[src/rtl/oram_access_arbiter.sv]
// Round-robin arbiter sharing one oram_module port among NREQ requesters, one access in flight; ORAM_TIMEOUT_EN adds a WAIT watchdog.
// Latency: req_ready at T, oram_input_ready at T+1, rsp_valid one cycle after oram_output_ready is seen.
// Backpressure: requesters hold req_valid until req_ready; responses are single-cycle pulses with no stall.
module oram_access_arbiter #(
    parameter int NREQ    = 4,
    parameter int D       = 6,
    parameter int A       = 8,
    parameter int TIMEOUT = 1024
) (
    input  logic                  i_clk,
    input  logic                  i_rst,
    input  logic [NREQ-1:0]       i_req_valid,
    input  logic [NREQ-1:0]       i_req_rw,
    input  logic [NREQ*D-1:0]     i_req_block,
    input  logic [NREQ*8*A-1:0]   i_req_wdata,
    output logic [NREQ-1:0]       o_req_ready,
    output logic [NREQ-1:0]       o_rsp_valid,
    output logic [8*A-1:0]        o_rsp_rdata,
    output logic                  o_rsp_err,
    output logic [D-1:0]          o_oram_block,
    output logic [8*A-1:0]        o_oram_wvalue,
    output logic                  o_oram_rw,
    output logic                  o_oram_input_ready,
    input  logic [8*A-1:0]        i_oram_r_value,
    input  logic                  i_oram_output_ready
);

    localparam int GW = $clog2(NREQ);
    localparam int W  = 8 * A;

    typedef enum logic [1:0] {S_IDLE, S_ISSUE, S_WAIT, S_RESP} state_t;

    typedef struct packed {
        logic          rw;
        logic [D-1:0]  blk;
        logic [W-1:0]  wdat;
    } req_t;

    state_t          r_state;
    logic [GW-1:0]   r_last_grant;
    logic [GW-1:0]   r_grant;
    req_t            r_req;

    logic            w_gnt_vld;
    logic [GW-1:0]   w_gnt_idx;
    logic [NREQ-1:0] w_gnt_onehot;
    logic [NREQ-1:0] w_rsp_onehot;

`ifdef ORAM_TIMEOUT_EN
    localparam logic [15:0] TO_LAST = 16'(TIMEOUT - 1);
    logic [15:0]     r_timer;
`endif

    // Scan from the highest offset down so the nearest requester after last_grant wins.
    always_comb begin
        w_gnt_vld = 1'b0;
        w_gnt_idx = '0;
        for (int i = NREQ; i >= 1; i--) begin
            if (i_req_valid[(int'(r_last_grant) + i) % NREQ]) begin
                w_gnt_vld = 1'b1;
                w_gnt_idx = GW'((int'(r_last_grant) + i) % NREQ);
            end
        end
    end

    assign w_gnt_onehot = {{(NREQ-1){1'b0}}, 1'b1} << w_gnt_idx;
    assign w_rsp_onehot = {{(NREQ-1){1'b0}}, 1'b1} << r_grant;

    always_ff @(posedge i_clk or posedge i_rst) begin
        if (i_rst) begin
            r_state            <= S_IDLE;
            r_last_grant       <= GW'(NREQ - 1);
            r_grant            <= '0;
            r_req              <= '0;
            o_req_ready        <= '0;
            o_rsp_valid        <= '0;
            o_rsp_rdata        <= '0;
            o_rsp_err          <= 1'b0;
            o_oram_block       <= '0;
            o_oram_wvalue      <= '0;
            o_oram_rw          <= 1'b0;
            o_oram_input_ready <= 1'b0;
`ifdef ORAM_TIMEOUT_EN
            r_timer            <= '0;
`endif
        end else begin
            o_req_ready        <= '0;
            o_rsp_valid        <= '0;
            o_oram_input_ready <= 1'b0;
            case (r_state)
                S_IDLE: begin
                    if (w_gnt_vld) begin
                        r_grant     <= w_gnt_idx;
                        r_req.rw    <= i_req_rw[w_gnt_idx];
                        r_req.blk   <= i_req_block[w_gnt_idx*D +: D];
                        r_req.wdat  <= i_req_wdata[w_gnt_idx*W +: W];
                        o_req_ready <= w_gnt_onehot;
                        r_state     <= S_ISSUE;
                    end
                end
                S_ISSUE: begin
                    o_oram_input_ready <= 1'b1;
                    o_oram_block       <= r_req.blk;
                    o_oram_wvalue      <= r_req.wdat;
                    o_oram_rw          <= r_req.rw;
`ifdef ORAM_TIMEOUT_EN
                    r_timer            <= '0;
`endif
                    r_state            <= S_WAIT;
                end
                S_WAIT: begin
                    // A response arriving on the timeout cycle still counts as a normal completion.
                    if (i_oram_output_ready) begin
                        o_rsp_valid <= w_rsp_onehot;
                        o_rsp_rdata <= r_req.rw ? '0 : i_oram_r_value;
                        o_rsp_err   <= 1'b0;
                        r_state     <= S_RESP;
                    end
`ifdef ORAM_TIMEOUT_EN
                    else if (r_timer == TO_LAST) begin
                        o_rsp_valid <= w_rsp_onehot;
                        o_rsp_rdata <= '0;
                        o_rsp_err   <= 1'b1;
                        r_state     <= S_RESP;
                    end else begin
                        r_timer <= r_timer + 16'd1;
                    end
`endif
                end
                S_RESP: begin
                    r_last_grant <= r_grant;
                    r_state      <= S_IDLE;
                end
                default: r_state <= S_IDLE;
            endcase
        end
    end

endmodule

[config.mk]
export PLATFORM = sky130hd
export DESIGN_NAME = oram_access_arbiter
export DESIGN_NICKNAME = d
export VERILOG_FILES = /design/src/rtl/oram_access_arbiter.sv
export SDC_FILE = /design/constraint.sdc
export NUM_CORES = 1
export LEC_CHECK = 0
export BUFFER_PORTS_ARGS = -buffer_cell sky130_fd_sc_hd__buf_4
export CAP_MARGIN = 20
export CELL_PAD_IN_SITES_DETAIL_PLACEMENT = 2
export CELL_PAD_IN_SITES_GLOBAL_PLACEMENT = 2
export CORE_ASPECT_RATIO = 2
export CORE_MARGIN = 2
export CORE_UTILIZATION = 24
export CTS_CLUSTER_DIAMETER = 100
export DETAILED_ROUTE_END_ITERATION = 8
export PLACE_DENSITY_LB_ADDON = 0.1
export SYNTH_ARGS = -nofsm -noshare
export SYNTH_HDL_FRONTEND = slang
export SYNTH_SLANG_ARGS = --single-unit
export TNS_END_PERCENT = 1
[constraint.sdc]
create_clock -name i_clk -period 6.8 [get_ports i_clk]
set_input_delay 0.68 -clock i_clk [delete_from_list [all_inputs] [get_ports i_clk]]
set_output_delay 0.68 -clock i_clk [all_outputs]
set_load 0.005 [all_outputs]
==> run summary, run 1 <==
The first global-routing pass estimated 67500 um of wire. The clock share of power was 0.188; the final net count was 1771. Setup violations remaining at the end of the flow were counted as 0. The total met3 wirelength after detailed routing came out at 3420 um. The worst setup path is captured at a flip-flop.

The startpoint of the most critical register-to-register path was r_last_grant[1]. Summed over all failing endpoints, the final setup total negative slack is 0 ns. Entering global routing, the biggest net connects 116 pins. The area added between synthesis and finish was 49.2%; the clock period minus worst slack was 2.65 ns. Internal power comes to 0.00416 W. The worst-path maximum fanout came out at 54. The switching portion of total power came out at 0.370.

The path class of the tightest hold or removal check is input pin to asynchronous set/reset pin. For the pin with the worst max-slew slack, the measured transition is 0.957 ns. For this run, the number of Yosys warnings is 0. Data on the critical path is required at its endpoint by 7.24 ns.

The relative slew slack came out at 0.362. The logs give 6 for the initial antenna violation count and 3.08 ns for the endpoint arrival time on the critical path. The hold violation count in the final report was 0. The tools report the top achievable clock speed as 378 MHz. The fraction of power consumed by combinational cells is 0.453. Final hold analysis gives a worst-case slack of 0.217 ns. The routability congestion estimate from global placement is 0.782. The period utilization is 0.389. The worst setup path is launched from a flip-flop. The total power is 0.00660 W. The analysis attributes to cell leakage a power of 6.94 nW. The run gives 0.204 as the all-layer global routing usage. Setup repair after global routing left no endpoint under its margin. TritonCTS built the clock tree.

500 I/O pins were placed. In this run, CTS created clock tree buffers numbering 23. Clock-pin slew was measured on the worst setup and hold paths at 0.06 ns. The critical path is of the flip-flop to flip-flop type.

After detailed routing, the total wire length is 45400 um. Overall overflow remaining after global route: 0. For the final database, setup skew stands at 0.00675 ns. Power spread over the standard cell area amounts to 440 mW/mm^2. The wire length per cell is 23.0 um, and the number of cells upsized or downsized after cts is 0.

For the share of total power in sequential cells, the log shows 0.359. The tools report the end of the worst register-to-register path as r_req[4]. The tree built by TritonCTS fans out to 221 sinks. After clock tree synthesis, the setup repair step added 0 buffers. The tools report the post-route DRC violation count as 0.

The logs give 959 for the post-synthesis instance total and 249 for the number of violations reported at the end of detailed-routing iteration 0. Clock tree synthesis selected as its root buffer the cell clkbuf_16. After filler insertion, the fill cell instance count of the layout stands at 4675. In this run the cell area of the synthesized design comes to 0.0101 mm^2.

The tools report the number of different library cells in the post-synthesis netlist as 43. Fraction of layout cells with a size suffix above 1: 0.443. The critical path starts at r_last_grant[1]. The reported max-cap violation count came out at 0. The logs give 1318 for the synthesized netlist net count and 15600 um for the routed metal-1 wirelength.

Across the VDD grid, the largest voltage drop is 0.172 mV. The run gives 3 as the maximum count of clock buffers along a single path. Half-perimeter wire length after detailed placement: 33100 um. Port buffering added 498 buffers. The flow ran to the end, and the final reports show no timing, DRC or antenna violations. The tools report the final max-slew violation count as 0. The number of nets with antenna violations after detailed routing is 0. A synthesized cell averages 10.5 um^2. The net switching power is 0.00245 W, and the vertical die dimension is 294 um. The run gives 1 as the number of levels in the clock H-tree. After detailed routing, the number of vias per cell comes to 4.86. The number of hold buffers added after CTS was 0. The met2 routed wirelength came out at 24400 um.

For the worst flop-to-flop path, the logic depth is 6. Effective utilization at floorplan: 0.242. The run gives 0.550 as the register area share after synthesis. In this run, synthesis produced a sequential element count of 221. The run gives 0.0416 mm^2 as the core area. Clock latency on the worst-skew pair, taken at its later pin, is 0.52 ns. The die covers 0.0437 mm^2.

The highest metal layer carrying signal wires in the routed design is met4. The vias after detailed routing came out at 9596. The die is 149 um wide. The setup check on the worst reg-to-reg path leaves a slack of 4.15 ns.

The floorplan has 106 rows. For the via count of the first global-routing pass, the log shows 10878. Before antenna repair, the detailed router went through 5 iterations.
-- per-stage QoR --
| step | area, um^2 | util | cells | setup slack, ns |
|---|---|---|---|---|
| 6_report | 15000 | 0.360 | 1973 | 4.15 |
| 5_1_grt | 15000 | 0.360 | 1973 | 3.95 |
| 4_1_cts | 14900 | 0.359 | 1965 | 4.04 |
| 3_5_place_dp | 14200 | 0.342 | 1925 | 3.79 |
| 3_3_place_gp | 14200 | 0.342 | 1925 | 3.82 |
| 2_1_floorplan | 10100 | - | 959 | 0.0739 |
-- layer usage --
layer | global-route usage | up-vias
met5 | 0 | -
met4 | 0.0925 | 0
met3 | 0.0535 | 76
met2 | 0.381 | 394
met1 | 0.209 | 4779
li1 | - | 4347
-- critical path, cell delays in order, from the launching register on --
cell	delay, ns
dfstp_2	0.65
nand2_1	0.09
o22a_1	0.28
nand2_2	0.09
buf_4	0.57
nand2_1	0.59
o21ai_1	0.28
-- state kept, by name, indices dropped and copies added (netlist names) --
| name | count |
|---|---|
| r_req | 71 |
| o_rsp_valid | 4 |
| o_oram_wvalue | 64 |
| o_oram_rw | 1 |
| r_last_grant | 2 |
| o_oram_block | 6 |
| r_state | 2 |
| r_grant | 2 |
| o_oram_input_ready | 1 |
| o_rsp_rdata | 64 |
| o_req_ready | 4 |
-- synthesized netlist by cell type --
cell type | instances | area share
o21ai_1 | 14 | 0.0070
o211ai_1 | 1 | 0.00075
nand2b_1 | 66 | 0.041
o21bai_1 | 1 | 0.00075
mux2_2 | 72 | 0.081
conb_1 | 1 | 0.00037
a21o_1 | 1 | 0.00075
a222oi_1 | 13 | 0.013
buf_2 | 14 | 0.0070
nor2b_1 | 4 | 0.0025
a221oi_1 | 58 | 0.050
a211oi_1 | 5 | 0.0037
nor3_1 | 1 | 0.00050
buf_8 | 1 | 0.0015
o211a_1 | 1 | 0.00099
a21oi_1 | 3 | 0.0015
o21ai_0 | 67 | 0.033
nor3b_1 | 2 | 0.0015
dfrtp_1 | 219 | 0.54
nand2_1 | 132 | 0.049
buf_4 | 4 | 0.0030
mux2i_1 | 19 | 0.019
buf_6 | 3 | 0.0034
and4_1 | 1 | 0.00087
buf_1 | 1 | 0.00037
inv_1 | 6 | 0.0022
o22a_1 | 2 | 0.0017
a31oi_2 | 1 | 0.0012
a31oi_1 | 53 | 0.033
and2_1 | 2 | 0.0012
a21boi_1 | 1 | 0.00075
nor4_1 | 1 | 0.00062
or3b_4 | 1 | 0.0011
o21ai_2 | 1 | 0.00087
nor2_1 | 62 | 0.023
and3_1 | 5 | 0.0031
ha_1 | 4 | 0.0050
buf_12 | 1 | 0.0020
a221oi_4 | 1 | 0.0026
nand3_1 | 54 | 0.027
clkbuf_1 | 57 | 0.021
dfstp_2 | 2 | 0.0052
or2_2 | 1 | 0.00062
-- cells by family (layout without fill, tap and decap cells) --
logic type / after synthesis / count (layout) / share of synthesized area
compound gates: 223 / 223 / 0.152
flops: 221 / 221 / 0.550
buf+inv: 87 / 555 / 0.0407
simple gates: 332 / 332 / 0.152
mux: 91 / 91 / 0.0995
fa+ha+maj: 4 / 4 / 0.00497
other cells: 1 / 7 / 0.000373
-- worst max path at each step --
stage | endpoint | slack [ns] | cells after the start
2_1_floorplan | o_oram_block[0] | 0.07 | 1
5_1_grt | r_req[2] | 3.95 | 6
3_3_place_gp | r_req[15] | 3.82 | 6
6_report | r_req[4] | 4.15 | 6
4_1_cts | r_req[28] | 4.04 | 6
3_5_place_dp | r_req[35] | 3.79 | 6
-- cell type report --
class | count | area, um^2 | area share
well taps | 540 | 676 | 0.0450
repair buffers | 509 | 3870 | 0.258
multi-input cells | 651 | 4170 | 0.278
inverters | 6 | 30.0 | 0.00200
clock buffers | 37 | 698 | 0.0465
flip-flops and latches | 221 | 5530 | 0.369
clock inverters | 3 | 15.0 | 0.00100
diodes | 6 | 15.0 | 0.00100
-- power groups by stage --
stage                     sequential (W)  combinational [W]  clock, W
final                            0.00237            0.00299   0.00124
after global routing             0.00246            0.00332   0.00134
after CTS                        0.00241            0.00303   0.00130
after detailed placement         0.00243            0.00303         0
after global placement           0.00239            0.00295         0
after floorplan                  0.00231            0.00162         0
-- placed cells by master, fill, tap and decap left out, drive strengths merged, types with 37 or more instances in the layout --
| cell type | netlist | final |
|---|---|---|
| buf | 24 | 509 |
| dfrtp | 219 | 219 |
| nand2 | 132 | 132 |
| o21ai | 82 | 82 |
| mux2 | 72 | 72 |
| nand2b | 66 | 66 |
| nor2 | 62 | 62 |
| a221oi | 59 | 59 |
| nand3 | 54 | 54 |
| a31oi | 54 | 54 |
| clkbuf | 57 | 37 |
Note: power is estimated with default switching activity, not from simulation.
==> run 2: changes to the inputs <==
--- a/config.mk
+++ b/config.mk
@@ -11,7 +11,7 @@
 export CELL_PAD_IN_SITES_GLOBAL_PLACEMENT = 2
 export CORE_ASPECT_RATIO = 2
 export CORE_MARGIN = 2
-export CORE_UTILIZATION = 24
+export CORE_UTILIZATION = 27
 export CTS_CLUSTER_DIAMETER = 100
 export DETAILED_ROUTE_END_ITERATION = 8
 export PLACE_DENSITY_LB_ADDON = 0.1
==> constraint.sdc (replaced) <==
create_clock -name i_clk -period 2.7 [get_ports i_clk]
set_input_delay 0.27 -clock i_clk [delete_from_list [all_inputs] [get_ports i_clk]]
set_output_delay 0.27 -clock i_clk [all_outputs]
set_load 0.005 [all_outputs]
==> run summary, run 2 (synthesis results as in run 1) <==
The worst setup timing slack at the placement stage was 0.339 ns (was 3.79 ns); the total clock buffers created by CTS was 23 (unchanged). The core area was 0.0370 mm^2 (was 0.0416 mm^2); the fraction of layout cells with a size suffix above 1 was 0.419 (was 0.443). The utilization after layout is 0.439 (was 0.360).

The tools report the final net count as 1899 (was 1771). The tools report the relative slew slack as 0.530 (was 0.362). Along the worst hold path, the cell count comes to 3.

The tools report the wire length reported by the detailed router as 46000 um (was 45400 um). The number of logic stages on the critical path including buffering came out at 7 (was 6). The flip-flop count of the largest register after layout works out to 71 (unchanged). The critical path start-end classification was flip-flop to flip-flop (unchanged). The number of failing setup endpoints in the final timing report was 0 (unchanged); the area of the die was 0.0389 mm^2 (was 0.0437 mm^2).

The flow ran to the end, and the final reports show no timing, DRC or antenna violations. The vertical die dimension was 277 um (was 294 um); the required time of the critical path was 3.15 ns (was 7.24 ns). For the final critical-path setup slack, the log shows 0.0824 ns (was 4.15 ns).

The count of port buffers added during placement works out to 498 (unchanged). The run gives 98 (was 116) as the pin count of the biggest net entering global routing. The clock-pin slew of the registers on the worst-case setup and hold paths was 0.06 ns (about the same).

For the overall overflow remaining after global route, the log shows 0 (unchanged). The logs give 5 (unchanged) for the total iterations of the first detailed-routing run and 0.272 (was 0.242) for the effective utilization at floorplan. Number of violations reported at the end of detailed-routing iteration 0: 268 (was 249).

Top Registers: r_req x71, o_oram_wvalue x64, o_rsp_rdata x64 (unchanged). The number of setup buffers added after CTS was 0 (unchanged). The run gives 0.52 ns (about the same) as the insertion delay to the later sink of the worst-skew pair.

The worst-path maximum fanout is 21 (was 54), and the number of levels in the clock H-tree is 1 (unchanged). The worst clock skew was 0.00776 ns (was 0.00675 ns). The tools report the post-route DRC violation count as 0 (unchanged). The commonest non-fill, non-tap cell in the layout is buf_4 (unchanged). Cells along the critical path: mux2i_1, o21ai_2, a221oi_4, buf_6, nand2_1, a31oi_1, dlygate4sd3_1 (was nand2_1, o22a_1, nand2_2, buf_4, nand2_1, o21ai_1). The tools report the total power as 0.0174 W (was 0.00660 W). The top achievable clock speed came out at 382 MHz (was 378 MHz). The worst min-delay path category is input pin to flip-flop (was input pin to asynchronous set/reset pin).

The period utilization came out at 0.969 (was 0.389). The wire length per cell works out to 22.7 um (was 23.0 um). The via count of the first global-routing pass is 11468 (was 10878). The endpoint arrival time on the critical path is 3.07 ns (was 3.08 ns), and the actual slew at the worst max-slew pin is 0.704 ns (was 0.957 ns). The combined buffer and inverter count along the critical path was 2 (was 1). Number of fill cells: 3995 (was 4675). For the non-filler instance count after layout, the log shows 2021 (was 1973).

Commonest cells after routing, fill and taps aside: 514 x buf_4, 218 x dfrtp_1, 129 x nand2_1 (was 506 x buf_4, 218 x dfrtp_1, 129 x nand2_1). The routability congestion estimate from global placement was 0.813 (was 0.782). The category of cells accounting for the largest share of critical-path delay was buffers and inverters (was simple AND/OR/NAND/NOR gates). The largest vdd supply drop came out at 0.438 mV (was 0.172 mV). The clock period minus worst slack came out at 2.62 ns (was 2.65 ns). The sink count of the clock tree was 221 (unchanged); the width of the die was 141 um (was 149 um). The logs give 10086 (was 9596) for the vias after detailed routing and 68600 um (was 67500 um) for the wire length of the first global-routing pass. The number of cells on the worst reg-to-reg path was 7 (was 6). The largest stage delay on the critical path is 0.64 ns (was 0.65 ns). The run gives 8 (was 6) as the initial antenna violation count. The type of origin of the critical path was a flip-flop (unchanged). The critical path capture point type was a flip-flop (unchanged). The number of cell rows was 100 (was 106); the reported max-cap violation count was 0 (unchanged). The leakage power is 7.50 nW (was 6.94 nW). The slowest stage cell on the critical path was dfstp_2 (unchanged).

The number of placed I/O pins was 500 (unchanged). The hold violation count in the final report came out at 0 (unchanged). The half-perimeter wire length after detailed placement is 33100 um (about the same), and the number of vias per cell is 4.99 (was 4.86).

The number of nets with antenna violations after detailed routing was 0 (unchanged). TritonCTS built the clock tree. The logs give 0.229 (was 0.204) for the all-layer global routing usage and 0 (unchanged) for the final max-slew violation count. The placed cell count is 1859 (was 1925).

The clock root buffer is clkbuf_16 (unchanged). The register containing the most flip-flops in the final layout was r_req (unchanged). Setup repair after global routing could not meet its margin everywhere. The area added between synthesis and finish came out at 61.5% (was 49.2%). The maximum count of clock buffers along a single path was 3 (unchanged); the cell area power density was 1070 mW/mm^2 (was 440 mW/mm^2).
[run 2: power breakdown]
group | switching [W] | internal, W
Clock | 0.00138 | 0.00195
Combinational | 0.00397 | 0.00411
Sequential | 0.00101 | 0.00499
Total | 0.00636 | 0.0111
[run 2: final timing paths]
kind	startpoint	endpoint	slack, ns
max	r_last_grant[1]	r_req[18]	0.08
min	i_req_wdata[77]	r_req[13]	0.02
max reg2reg	r_last_grant[1]	r_req[18]	0.08
min reg2reg	o_rsp_rdata[19]	o_rsp_rdata[19]	0.48
max in group asynchronous	i_rst	r_req[65]	1.60
min in group asynchronous	i_rst	r_req[26]	0.27
[run 2: what timing repair did]
action	CTS	global route
endpoints found under the setup margin	0	9
hold endpoints to repair	85	0
hold buffers	114	0
gates resized for setup	0	7
[run 2: through the flow]
stage | hold WS, ns | area (um^2) | setup TNS, ns
floorplan | 0.417 | 10100 | -98.65
global placement | 0.235 | 14300 | 0
detailed placement | 0.240 | 14300 | 0
CTS | 0.000138 | 16200 | 0
global route | 0.00550 | 16200 | -0.0869
finish | 0.0179 | 16200 | 0
[run 2: area by class of cell]
cell class                 instances  area [um^2]  area share
sequential                       221         5530       0.341
timing repair buffer             636         5150       0.317
multi-input combinational        652         4190       0.258
clock buffer                      31          646      0.0397
tap                              459          574      0.0353
clock inverter                     8          115     0.00708
inverter                           6         26.3     0.00162
antenna                            8         20.0     0.00123
[run 2: worst register-to-register path: cells and delay by family (launching register included)]
family,cells,cell delay [ns]
AOI/OAI and AO/OA,3,0.62
buffers and inverters,2,0.84
DFF,1,0.64
muxes,1,0.36
and+or+nand+nor,1,0.09
[run 2: metal layers]
layer | track usage | vias up | share of wire
li1 | - | 4600 | -
met1 | 0.236 | 5004 | 0.34
met2 | 0.430 | 389 | 0.54
met3 | 0.0476 | 93 | 0.063
met4 | 0.118 | 0 | 0.056
met5 | 0 | - | 0
==> run 3: changes to the inputs <==
--- a/config.mk
+++ b/config.mk
@@ -5,17 +5,18 @@
 export SDC_FILE = /design/constraint.sdc
 export NUM_CORES = 1
 export LEC_CHECK = 0
+export ABC_AREA = 1
 export BUFFER_PORTS_ARGS = -buffer_cell sky130_fd_sc_hd__buf_4
 export CAP_MARGIN = 20
 export CELL_PAD_IN_SITES_DETAIL_PLACEMENT = 2
 export CELL_PAD_IN_SITES_GLOBAL_PLACEMENT = 2
 export CORE_ASPECT_RATIO = 2
 export CORE_MARGIN = 2
-export CORE_UTILIZATION = 27
+export CORE_UTILIZATION = 28
 export CTS_CLUSTER_DIAMETER = 100
 export DETAILED_ROUTE_END_ITERATION = 8
 export PLACE_DENSITY_LB_ADDON = 0.1
 export SYNTH_ARGS = -nofsm -noshare
 export SYNTH_HDL_FRONTEND = slang
 export SYNTH_SLANG_ARGS = --single-unit
-export TNS_END_PERCENT = 1
+export TNS_END_PERCENT = 20
==> constraint.sdc (replaced) <==
create_clock -name i_clk -period 3.3 [get_ports i_clk]
set_input_delay 0.33 -clock i_clk [delete_from_list [all_inputs] [get_ports i_clk]]
set_output_delay 0.33 -clock i_clk [all_outputs]
set_load 0.005 [all_outputs]
==> run summary, run 3 <==
The run finished with clean final reports. The number of violations reported at the end of detailed-routing iteration 0 is 296 (was 268). The startpoint of the most critical setup path is r_last_grant[0] (was r_last_grant[1]).

The met3 demand-to-capacity share in global routing came out at 0.0533 (was 0.0476). Synth area leaders: dfrtp_1 47%, nand2_1 22%, mux2_2 6.7% (was dfrtp_1 54%, mux2_2 8.1%, a221oi_1 5.0%). The overall overflow remaining after global route was 0 (unchanged); the sink count of the clock tree was 221 (unchanged).

The clock period minus worst slack was 2.71 ns (was 2.62 ns); the required time of the critical path was 3.76 ns (was 3.15 ns). Top cells by count, synth: 676 x nand2_1, 219 x dfrtp_1, 146 x nand3_1 (was 219 x dfrtp_1, 132 x nand2_1, 72 x mux2_2). The tools report the final max-slew violation count as 0 (unchanged). The startpoint of the most critical register-to-register path is r_last_grant[0] (was r_last_grant[1]).

The number of vias per cell came out at 4.79 (was 4.99). The reported max-cap violation count is 0 (unchanged), and the post-synthesis instance total is 1486 (was 959). Effective utilization at floorplan: 0.283 (was 0.272). The critical path start-end classification is flip-flop to flip-flop (unchanged). The number of warning messages in the yosys log is 0 (unchanged), and the actual slew at the worst max-slew pin is 0.915 ns (was 0.704 ns).

Top Registers: r_req x71, o_oram_wvalue x64, o_rsp_rdata x64 (unchanged). The logs give 0.244 (was 0.236) for the met1 routing resource usage after global routing and 0.0165 mm^2 (was 0.0162 mm^2) for the final instance area. The wire length per cell was 20.0 um (was 22.7 um). For the initial antenna violation count, the log shows 7 (was 8). The endpoint arrival time on the critical path was 3.17 ns (was 3.07 ns). The number of placed I/O pins is 500 (unchanged). The tools report the clock root buffer as clkbuf_16 (unchanged). Critical path capture point type: a flip-flop (unchanged).

The reg-to-reg setup timing slack is 0.59 ns (was 0.08 ns). The share of the synthesized area in the top cell type came out at 0.473 (was 0.545). The cell area power density was 1050 mW/mm^2 (was 1070 mW/mm^2); the number of nets with antenna violations after detailed routing was 0 (unchanged). The tools report the number of levels in the clock H-tree as 1 (unchanged). The synthesized netlist net count is 1845 (was 1318), and the number of fill cells is 4741 (was 3995). The insertion delay to the later sink of the worst-skew pair came out at 0.53 ns (was 0.52 ns). The logs give 2284 (was 1899) for the final net count and 0 (unchanged) for the number of failing setup endpoints in the final timing report.

Commonest cells after routing, fill and taps aside: 673 x nand2_1, 515 x buf_4, 219 x dfrtp_1 (was 514 x buf_4, 218 x dfrtp_1, 129 x nand2_1). The tools report the destination of the critical timing path as r_req[52] (was r_req[18]). Number of synthesized flops with an enable pin: 0 (unchanged). The most numerous cell type found on the critical path is nand2_1. The number of cell rows is 105 (was 100). Busiest layer in global routing: met2 (unchanged).

The logs give 0 (unchanged) for the post-route DRC violation count and 0 (unchanged) for the hold violation count in the final report. The number of cells on the worst reg-to-reg path came out at 11 (was 7). The period utilization came out at 0.823 (was 0.969). Cells along the critical path: nand2_1, o21ai_1, nand2_1, nand2_1, inv_2, nand4_1, nand2_4, inv_2, buf_4, nand2_1, nand2_1 (was mux2i_1, o21ai_2, a221oi_4, buf_6, nand2_1, a31oi_1, dlygate4sd3_1). The pin count of the biggest net entering global routing was 130 (was 98).

The tools report the maximum count of clock buffers along a single path as 3 (unchanged). The combined area of all synthesized cells came out at 0.0116 mm^2 (was 0.0101 mm^2). The largest stage delay on the critical path is 0.62 ns (was 0.64 ns), and the clock-pin slew of the registers on the worst-case setup and hold paths is 0.07 ns (was 0.06 ns). The tools report the vias after detailed routing as 11878 (was 10086). The core area was 0.0409 mm^2 (was 0.0370 mm^2); the routability congestion estimate from global placement was 0.833 (was 0.813). The tools report the type of origin of the critical path as a flip-flop (unchanged). Area of the die: 0.0431 mm^2 (was 0.0389 mm^2). The top achievable clock speed came out at 368 MHz (was 382 MHz). The total power was 0.0174 W (about the same); the fraction of layout cells with a size suffix above 1 was 0.330 (was 0.419). For the cell area after placement, the log shows 0.0157 mm^2 (was 0.0143 mm^2). Flip-flop count of the largest register after layout: 71 (unchanged). The run gives 0.228 (was 0.229) as the all-layer global routing usage. TritonCTS built the clock tree.

The logs give 2480 (was 2021) for the non-filler instance count after layout and 0.389 (was 0.530) for the relative slew slack. The largest vdd supply drop was 0.500 mV (was 0.438 mV). The tools report the startpoint of the worst hold path as i_req_wdata[154] (was i_req_wdata[77]). The share of async-settable or async-resettable flops after synthesis was 1.00 (unchanged). The register area share after synthesis is 0.478 (was 0.550). The leading register cell type out of synthesis is dfrtp_1 (unchanged). The logs give 4 (was 5) for the total iterations of the first detailed-routing run and 77200 um (was 68600 um) for the wire length of the first global-routing pass. The number of flip-flops and latches in the synthesized netlist came out at 221 (unchanged). The met2 track utilization from global routing was 0.432 (was 0.430); the via count of the first global-routing pass was 13432 (was 11468).

The count of port buffers added during placement came out at 498 (unchanged). The total clock buffers created by CTS came out at 22 (was 23). The vertical die dimension was 292 um (was 277 um). The worst min-delay path category is input pin to flip-flop (unchanged). The tools report the wire length reported by the detailed router as 49700 um (was 46000 um).

Slowest stage cell on the critical path: dfstp_2 (unchanged). The area added between synthesis and finish came out at 42.1% (was 61.5%). The register containing the most flip-flops in the final layout was r_req (unchanged). Average instance area after synthesis: 7.79 um^2 (was 10.5 um^2). End of the worst register-to-register path: r_req[52] (was r_req[18]). Commonest non-fill, non-tap cell in the layout: nand2_1 (was buf_4). The tools report the worst clock skew as 0.0180 ns (was 0.00776 ns). Cell taking the most area after synthesis: dfrtp_1 (unchanged). The width of the die works out to 148 um (was 141 um). The leakage power came out at 8.99 nW (was 7.50 nW). The half-perimeter wire length after detailed placement was 36700 um (was 33100 um); the worst-path maximum fanout was 31 (was 21). Most frequent cell after synthesis: nand2_1 (was dfrtp_1). Setup repair after global routing left no endpoint under its margin. The number of cells upsized or downsized after cts is 0 (unchanged). The placed cell count was 2434 (was 1859).

The number of different library cells in the post-synthesis netlist is 28 (was 43). For the summed negative setup slack over all endpoints, the log shows 0 ns (unchanged).
## run 3: cell types whose count changed in the layout (fill, tap and decap cells not counted), sizes merged, moves of 52 or more
cell         change
nand2b          -66
dlygate4sd3    -113
nor2            -52
inv             +77
a221oi          -59
nand2          +546
nand3           +93
nand3b          +58
a31oi           -54
## run 3: layout make-up
cell class | instances | area (um^2) | area share
tap | 535 | 669 | 0.0407
inverter | 83 | 318 | 0.0193
timing repair buffer | 523 | 4020 | 0.244
antenna | 7 | 17.5 | 0.00106
multi-input combinational | 1074 | 5230 | 0.318
sequential | 221 | 5530 | 0.336
clock inverter | 4 | 20.0 | 0.00122
clock buffer | 33 | 653 | 0.0397
## run 3: report_power, final
part,switching [W],internal (W)
Clock,0.00109,0.00136
Combinational,0.00630,0.00385
Sequential,0.000730,0.00403
Total,0.00812,0.00923
## run 3: critical path: cells and delay by family (launching register included)
| kind | cells | cell delay (ns) |
|---|---|---|
| flip-flops | 1 | 0.62 |
| AO/OA/AOI/OAI | 1 | 0.16 |
| buffers and inverters | 3 | 1.06 |
| AND/OR/NAND/NOR | 7 | 0.78 |
## run 3: logic make-up (layout without fill, tap and decap cells)
| logic type | Yosys count | after routing | synth area share |
|---|---|---|---|
| simple gates | 925 | 925 | 0.342 |
| flops | 221 | 221 | 0.478 |
| buf+inv | 191 | 643 | 0.0757 |
| compound gates | 75 | 75 | 0.0327 |
| mux | 69 | 69 | 0.0671 |
| fa+ha+maj | 4 | 4 | 0.00432 |
| other cells | 1 | 8 | 0.000324 |
## run 3: per-stage QoR
| step | util | setup WS [ns] | hold slack (ns) |
|---|---|---|---|
| after floorplan | - | 0.0896 | 0.443 |
| after global placement | 0.385 | 0.765 | 0.457 |
| after detailed placement | 0.385 | 0.619 | 0.463 |
| after CTS | 0.402 | 0.560 | 0.0176 |
| after global routing | 0.403 | 0.299 | 0.0293 |
| final | 0.403 | 0.586 | 0.0451 |
## run 3: repair_timing
item / 4_1_cts / 5_1_grt
hold buffers: 1 / 0
hold endpoints to repair: 23 / 0
setup buffers: 0 / 0
## run 3: how the worst min path moves through the flow
stage / endpoint / slack (ns) / depth (start not counted)
finish: r_req[26] / 0.05 / 3
global placement: r_req[43] / 0.46 / 2
floorplan: r_req[0] / 0.44 / 2
global route: r_req[37] / 0.03 / 3
detailed placement: r_req[11] / 0.46 / 2
CTS: r_req[26] / 0.02 / 3
## run 3: routing by layer
layer / part of all wire / wire length [um] / vias up
li1: - / - / 5588
met2: 0.54 / 26900 / 386
met3: 0.065 / 3240 / 73
met5: 0 / 0 / -
met4: 0.036 / 1790 / 0
met1: 0.36 / 17800 / 5831
